===== src/rtl/pwm_pkg.sv =====
// Shared constants and types for the PWM peripheral.
// Also holds the duty compare rule used by the output stage.
package pwm_pkg;

    localparam int unsigned PWM_STEPS       = 256;
    localparam int unsigned PWM_CNT_W       = 8;
    localparam int unsigned CLK_DIV_DEFAULT = 13;
    localparam int unsigned PRESC_W         = 12;

    typedef logic [PWM_CNT_W-1:0] pwm_cnt_t;

    // Full scale means always high, so the last step is not lost to the strict compare.
    function automatic logic pwm_level(input pwm_cnt_t cnt, input pwm_cnt_t duty);
        return (duty == '1) || (cnt < duty);
    endfunction

endpackage


===== src/rtl/pwm_timebase.sv =====
// PWM timebase: clock prescaler plus 8-bit step counter.
// Flags the last prescaler cycle of step 255 as the period wrap.
module pwm_timebase
    import pwm_pkg::*;
#(
    parameter int unsigned CLK_DIV = CLK_DIV_DEFAULT
) (
    input  logic                 clk,
    input  logic                 rst_n,
    output logic [PWM_CNT_W-1:0] cnt,
    output logic                 wrap
);

    localparam logic [PRESC_W-1:0] PRESC_MAX = PRESC_W'(CLK_DIV - 1);

    logic [PRESC_W-1:0]   presc_q;
    logic [PWM_CNT_W-1:0] cnt_q;
    logic                 tick;

    assign tick = (presc_q == PRESC_MAX);
    assign wrap = tick && (cnt_q == '1);
    assign cnt  = cnt_q;

    always_ff @(posedge clk) begin
        if (!rst_n) begin
            presc_q <= '0;
            cnt_q   <= '0;
        end else begin
            presc_q <= tick ? '0 : presc_q + 1'b1;
            if (tick) begin
                cnt_q <= cnt_q + 1'b1;
            end
        end
    end

endmodule


===== src/rtl/pwm_peripheral.sv =====
// 16-pin PWM peripheral: per-pin enable and PWM-mode select around one shared PWM signal.
// Duty is shadowed and only updated at the period wrap.
module pwm_peripheral
    import pwm_pkg::*;
#(
    parameter int unsigned CLK_DIV = CLK_DIV_DEFAULT
) (
    input  logic        clk,
    input  logic        rst_n,
    input  logic [7:0]  en_reg_out_7_0,
    input  logic [7:0]  en_reg_out_15_8,
    input  logic [7:0]  en_reg_pwm_7_0,
    input  logic [7:0]  en_reg_pwm_15_8,
    input  logic [7:0]  pwm_duty_cycle,
    output logic [15:0] out
);

    logic [PWM_CNT_W-1:0] cnt;
    logic                 wrap;
    logic [PWM_CNT_W-1:0] duty_sh;
    logic                 pwm_sig;
    logic [15:0]          en_out;
    logic [15:0]          en_pwm;
    logic [15:0]          out_d;

    pwm_timebase #(
        .CLK_DIV (CLK_DIV)
    ) u_timebase (
        .clk   (clk),
        .rst_n (rst_n),
        .cnt   (cnt),
        .wrap  (wrap)
    );

    assign en_out  = {en_reg_out_15_8, en_reg_out_7_0};
    assign en_pwm  = {en_reg_pwm_15_8, en_reg_pwm_7_0};
    assign pwm_sig = pwm_level(cnt, duty_sh);

    // Every PWM-mode pin takes the same pwm_sig, so all pulse edges line up.
    always_comb begin
        out_d = en_out & (~en_pwm | {16{pwm_sig}});
    end

    always_ff @(posedge clk) begin
        if (!rst_n) begin
            duty_sh <= '0;
            out     <= '0;
        end else begin
            if (wrap) begin
                duty_sh <= pwm_duty_cycle;
            end
            out <= out_d;
        end
    end

endmodule


===== config.mk =====
export PLATFORM = sky130hd
export DESIGN_NAME = pwm_peripheral
export DESIGN_NICKNAME = d
export VERILOG_FILES = /design/src/rtl/pwm_pkg.sv /design/src/rtl/pwm_timebase.sv /design/src/rtl/pwm_peripheral.sv
export SDC_FILE = /design/constraint.sdc
export NUM_CORES = 1
export LEC_CHECK = 0
export ABC_AREA = 1
export CORE_UTILIZATION = 44
export DETAILED_ROUTE_END_ITERATION = 8
export PLACE_DENSITY_LB_ADDON = 0.1
export RECOVER_POWER = 100
export SLEW_MARGIN = 20
export SYNTH_ARGS = -nofsm -noshare
export SYNTH_HDL_FRONTEND = slang
export SYNTH_SLANG_ARGS = --single-unit
export TNS_END_PERCENT = 30

===== constraint.sdc =====
create_clock -name clk -period 1.55 [get_ports clk]
set_input_delay 0.31 -clock clk [delete_from_list [all_inputs] [get_ports clk]]
set_output_delay 0.31 -clock clk [all_outputs]
set_load 0.02 [all_outputs]

**Yosys cells after proc, flatten, opt, wreduce, memory -nomap -nowiden**

Index checks and enable logic that the tools add are counted.

- Word-level logic and storage cells: 17
- Input bits: 42
- Register bits: 44
- Output and inout port bits: 16

- Equality and inequality tests: 3
- Bitwise operators: 4
- Add/sub/neg operators: 2
- Magnitude comparators: 1
- Reduce and logical (&&, ||, !) cells: 3

Operators by type and width:

| kind | count |
|---|---|
| 16-bit AND | 1 |
| 8-bit == test (second input constant) | 2 |
| 16-bit inverter | 1 |
| 16-bit OR | 1 |
| 12-bit by 1-bit adder with 12-bit output (second input constant) | 1 |
| 12-bit by 4-bit == test with 1-bit output (second input constant) | 1 |
| 8-bit by 1-bit adder with 8-bit output (second input constant) | 1 |
| 8-bit < comparator | 1 |
| 2-bit OR reduction | 1 |
| 1-bit logical AND | 1 |
| 1-bit logical OR | 1 |
| 1-bit inverter | 1 |

**Logic depth before layout (Yosys ltp)**

- Depth in word-level cells: 4
- Gate-level depth with buffers: 12
- Depth with buffers taken out: 11

**Modules after synthesis**

A second synthesis with hierarchy kept.

- Cell total of the unflattened synthesis: 334
- Area, all modules: 2,307.2 µm²

By module, submodules not included:

| module | area each (µm²) | cells an instance | instances | seq. area each (µm²) |
|---|---|---|---|---|
| pwm_peripheral | 1,202.4 | 164 | 1 | 480.5 |
| pwm_timebase | 1,104.8 | 170 | 1 | 400.4 |

**Worst setup path after synthesis**

No wires, ideal clock.

- Path type: reg2reg
- Start: register u_timebase.cnt_q[5] (netlist: u_timebase.cnt[5])
- End: register out[10]
- Setup time: 0.056 ns
- Arrival: 1.400 ns
- Setup slack: 0.095 ns
- Cell stages (with the launch flop): 10
- Required time: 1.494 ns
- Clock period less this slack: 1.455 ns
- Path buffers: 1
- Cells stage by stage: dfxtp_1 ha_1 a21oi_1 nor2_1 nor3_1 nand2_2 buf_6 nand3_2 nand2_1 inv_1

- Word-level cells in the longest chain between the ends: 4

Ends and longest elaborated chain:

| element | line | source |
|---|---|---|
| from (decl) | pwm_timebase.sv:17 | `logic [PWM_CNT_W-1:0] cnt_q;` |
| from (signal assigned) | pwm_timebase.sv:31 | `cnt_q <= cnt_q + 1'b1;` |
| 8-bit < comparator | pwm_pkg.sv:14 | `return (duty == '1) \|\| (cnt < duty);` |
| 1-bit logical OR | pwm_pkg.sv:14 |  |
| 16-bit OR | pwm_peripheral.sv:41 | `out_d = en_out & (~en_pwm \| {16{pwm_sig}});` |
| 16-bit AND | pwm_peripheral.sv:41 |  |
| to (signal assigned) | pwm_peripheral.sv:52 | `out <= out_d;` |
| to (decl) | pwm_peripheral.sv:15 | `output logic [15:0] out` |

No other way between the ends.
A chain may end at the register's enable or synchronous reset.

**Final worst setup path**

- Start: register out[2]
- End: output port out[2]

No word-level cell between the ends.

==> reports/qor.yml <==
setup_path:
  crit_fanout: 1
  end_kind: "output pin"
  path_delay_family: "buffers and inverters"
  slowest_delay_ns: 0.59
  path_class: "flop to output pin"
  arrival_ns: 1.20
  start_kind: "flop"
  cp_slowest_cell: "clkdlybuf4s50_1"
  cp_num_buf_inv: 1
  crit_chain: "clkdlybuf4s50_1"
  required_ns: 1.24
logic_synthesis:
  synth-xor-area-share: 0.0314
  synth_common_cells: "nand2_1, inv_1, dfxtp_1"
  synth.cell_area_mm2: 0.00223
  yosys_warnings: 0
  synth_fa_ha_area_frac: 0.0561
  synthesis.nets: 359
  synth_compound_area_frac: 0.0651
  yosysSeqAreaShare: 0.395
  synth_ff_type: "dfxtp_1"
  yosysTopAreaCell: "dfxtp_1"
  netlist.area_leader.share: 0.395
  synth_top_family_by_area: "simple AND/OR/NAND/NOR gates"
  ys_types: 27
  synth_area_leaders: "dfxtp_1, nand2_1, inv_1"
  avgSynthCellArea_um2: 7.26
  yosysMostFrequentCell: "nand2_1"
  muxShareOfSynthArea: 0
  ys_async_sr_fraction: 0
  synth_edf_count: 0
  postSynthCellCount: 307
  synth-simple-area-share: 0.321
  synth-seq-cells: 44
clock_network:
  ctsHoldBuffers: 0
  cts_buffer_depth: 2
  path_clk_slew_ns: 0.08
  h-tree-depth: 2
  cts_tree: "built"
  numCtsBuffers: 5
  cts.sinks: 44
  clockRootBuffer: "clkbuf_8"
  clk_latency_ns: 0.30
run_status:
  status: "complete, no violations"
power_and_ir_drop:
  p_leak_uw: 0.00146
  finalPower_uw: 2260
  p_per_area_mw_per_mm2: 733
  ir_drop_uv: 479
cells_and_area:
  syn_to_final_growth_pct: 38.3
  multi_input_area_mm2: 0.00114
  nets: 430
  utilization: 0.644
  seq_area_um2: 891
  stdcell_count: 446
  drive_above_1_share: 0.185
  diodes: 0
  fillerInstances: 434
sta:
  relSlewSlack: 0.667
  hold-worst-slack_ns: 0.465
  finClkSkew_ns: 0.00431
  rsz0062_at_grt: "yes"
  layout_min_cycle_time_ns: 1.51
  tightest_slew_ns: 0.499
  fmax_ghz: 0.663
  finalCritPeriodShare: 0.973
  tns_ns: 0
  setup_viol_count_final: 0
  maxSlewViolCount: 0
  final_hold_viol_count: 0
global_routing:
  grt_first_pass_wirelength_um: 7650
  grtUsageTotal: 0.185
  overflow: 0
  antenna_found_initial: 0
  grt_pass1_vias: 1783
  grt_max_degree: 17
placement:
  gp_congestion: 0.808
  dp_cells: 433
  port_buffers: 57
  place_hpwl_um: 3420
floorplan:
  core.rowCount: 25
  die_area_mm2: 0.00536
  initial_core_util: 0.466
  io_pins: 58
  die_w_um: 73.2
  coreArea_mm2: 0.00479
  chipHeight_um: 73.2
flow_run:
  cap_violations: 0
routing:
  wl_um: 5070
  drc_errors: 0
  viasPerCell: 4.56
  wire_per_inst_um: 11.4
  via_count: 2035
  ant_nets: 0
  drtIter0Drc: 54
  drt-pass1-iter-count: 4
hold_path:
  hold_class: "flop to flop"
[state kept, by name, summed over array words and instances (netlist names)]
| register | cells |
|---|---|
| out | 16 |
| u_timebase.presc_q | 12 |
| duty_sh | 8 |
| u_timebase.cnt | 8 |
[report_power, final]
group / internal, uW / total, uW / leakage [uW] / switching [uW]
sequential: 1150 / 1160 / 0.000362 / 9.85
clock: 479 / 873 / 0.0000552 / 394
combinational: 133 / 227 / 0.00104 / 94.2
total: 1760 / 2260 / 0.00146 / 498
[logic make-up (layout without fill, tap and decap cells)]
| group | count (synthesis) | count (layout) |
|---|---|---|
| adders and majority gates | 10 | 10 |
| xor gates and xnor gates | 8 | 8 |
| and+or+nand+nor | 150 | 150 |
| DFF | 44 | 44 |
| buffers and inverters | 67 | 139 |
| AOI/OAI and AO/OA | 28 | 28 |
[repair_timing]
| action | in CTS | in global routing |
|---|---|---|
| setup buffers | 1 | 3 |
| pin swaps | 1 | 10 |
| endpoints found under the setup margin | 16 | 39 |
| gates cloned | 0 | 1 |
| resized for setup | 0 | 39 |
[final cells by class]
type,instances,area share
tap,67,0.0272
multi-input combinational,196,0.371
sequential,44,0.289
inverter,59,0.0726
clock buffer,6,0.0235
clock inverter,2,0.0114
timing repair buffer,72,0.205
[per-stage QoR]
step	area (um^2)	worst slack (ns)
3_3_place_gp	2890	-0.0416
3_5_place_dp	2890	-0.0836
6_report	3080	0.0420
5_1_grt	3080	-0.0592
4_1_cts	3020	0.00273
2_1_floorplan	2230	0.0946
[routing by layer]
layer,track usage,share of wire,up-vias
met5,0,0,-
li1,-,-,1084
met4,0.0784,0.017,0
met3,0.0525,0.055,8
met1,0.237,0.49,889
met2,0.292,0.44,54
[path summary, 6_finish.rpt]
path / from / end / slack, ns / cells past startpoint
max: out[2]$_SDFF_PN0_ / out[2] / 0.04 / 1
min: u_timebase.presc_q[0]$_SDFF_PP0_ / u_timebase.presc_q[0]$_SDFF_PP0_ / 0.47 / 1
max reg2reg: duty_sh[5]$_SDFFE_PN0P_ / out[13]$_SDFF_PN0_ / 0.06 / 10
min reg2reg: u_timebase.presc_q[0]$_SDFF_PP0_ / u_timebase.presc_q[0]$_SDFF_PP0_ / 0.47 / 1
[placed cells by master, fill, tap and decap left out, drive strengths merged]
cell type / instances
xnor2: 4
o21a: 1
clkdlybuf4s50: 44
nand2: 91
nand3: 32
dfxtp: 44
o21ai: 1
nor4: 1
clkbuf: 21
nor3b: 1
bufinv: 1
buf: 13
a21oi: 25
o211ai: 1
nand4: 4
inv: 59
ha: 10
xor2: 4
nor2: 15
nor3: 6
clkinv: 1
(Power assumes the default switching activity.)
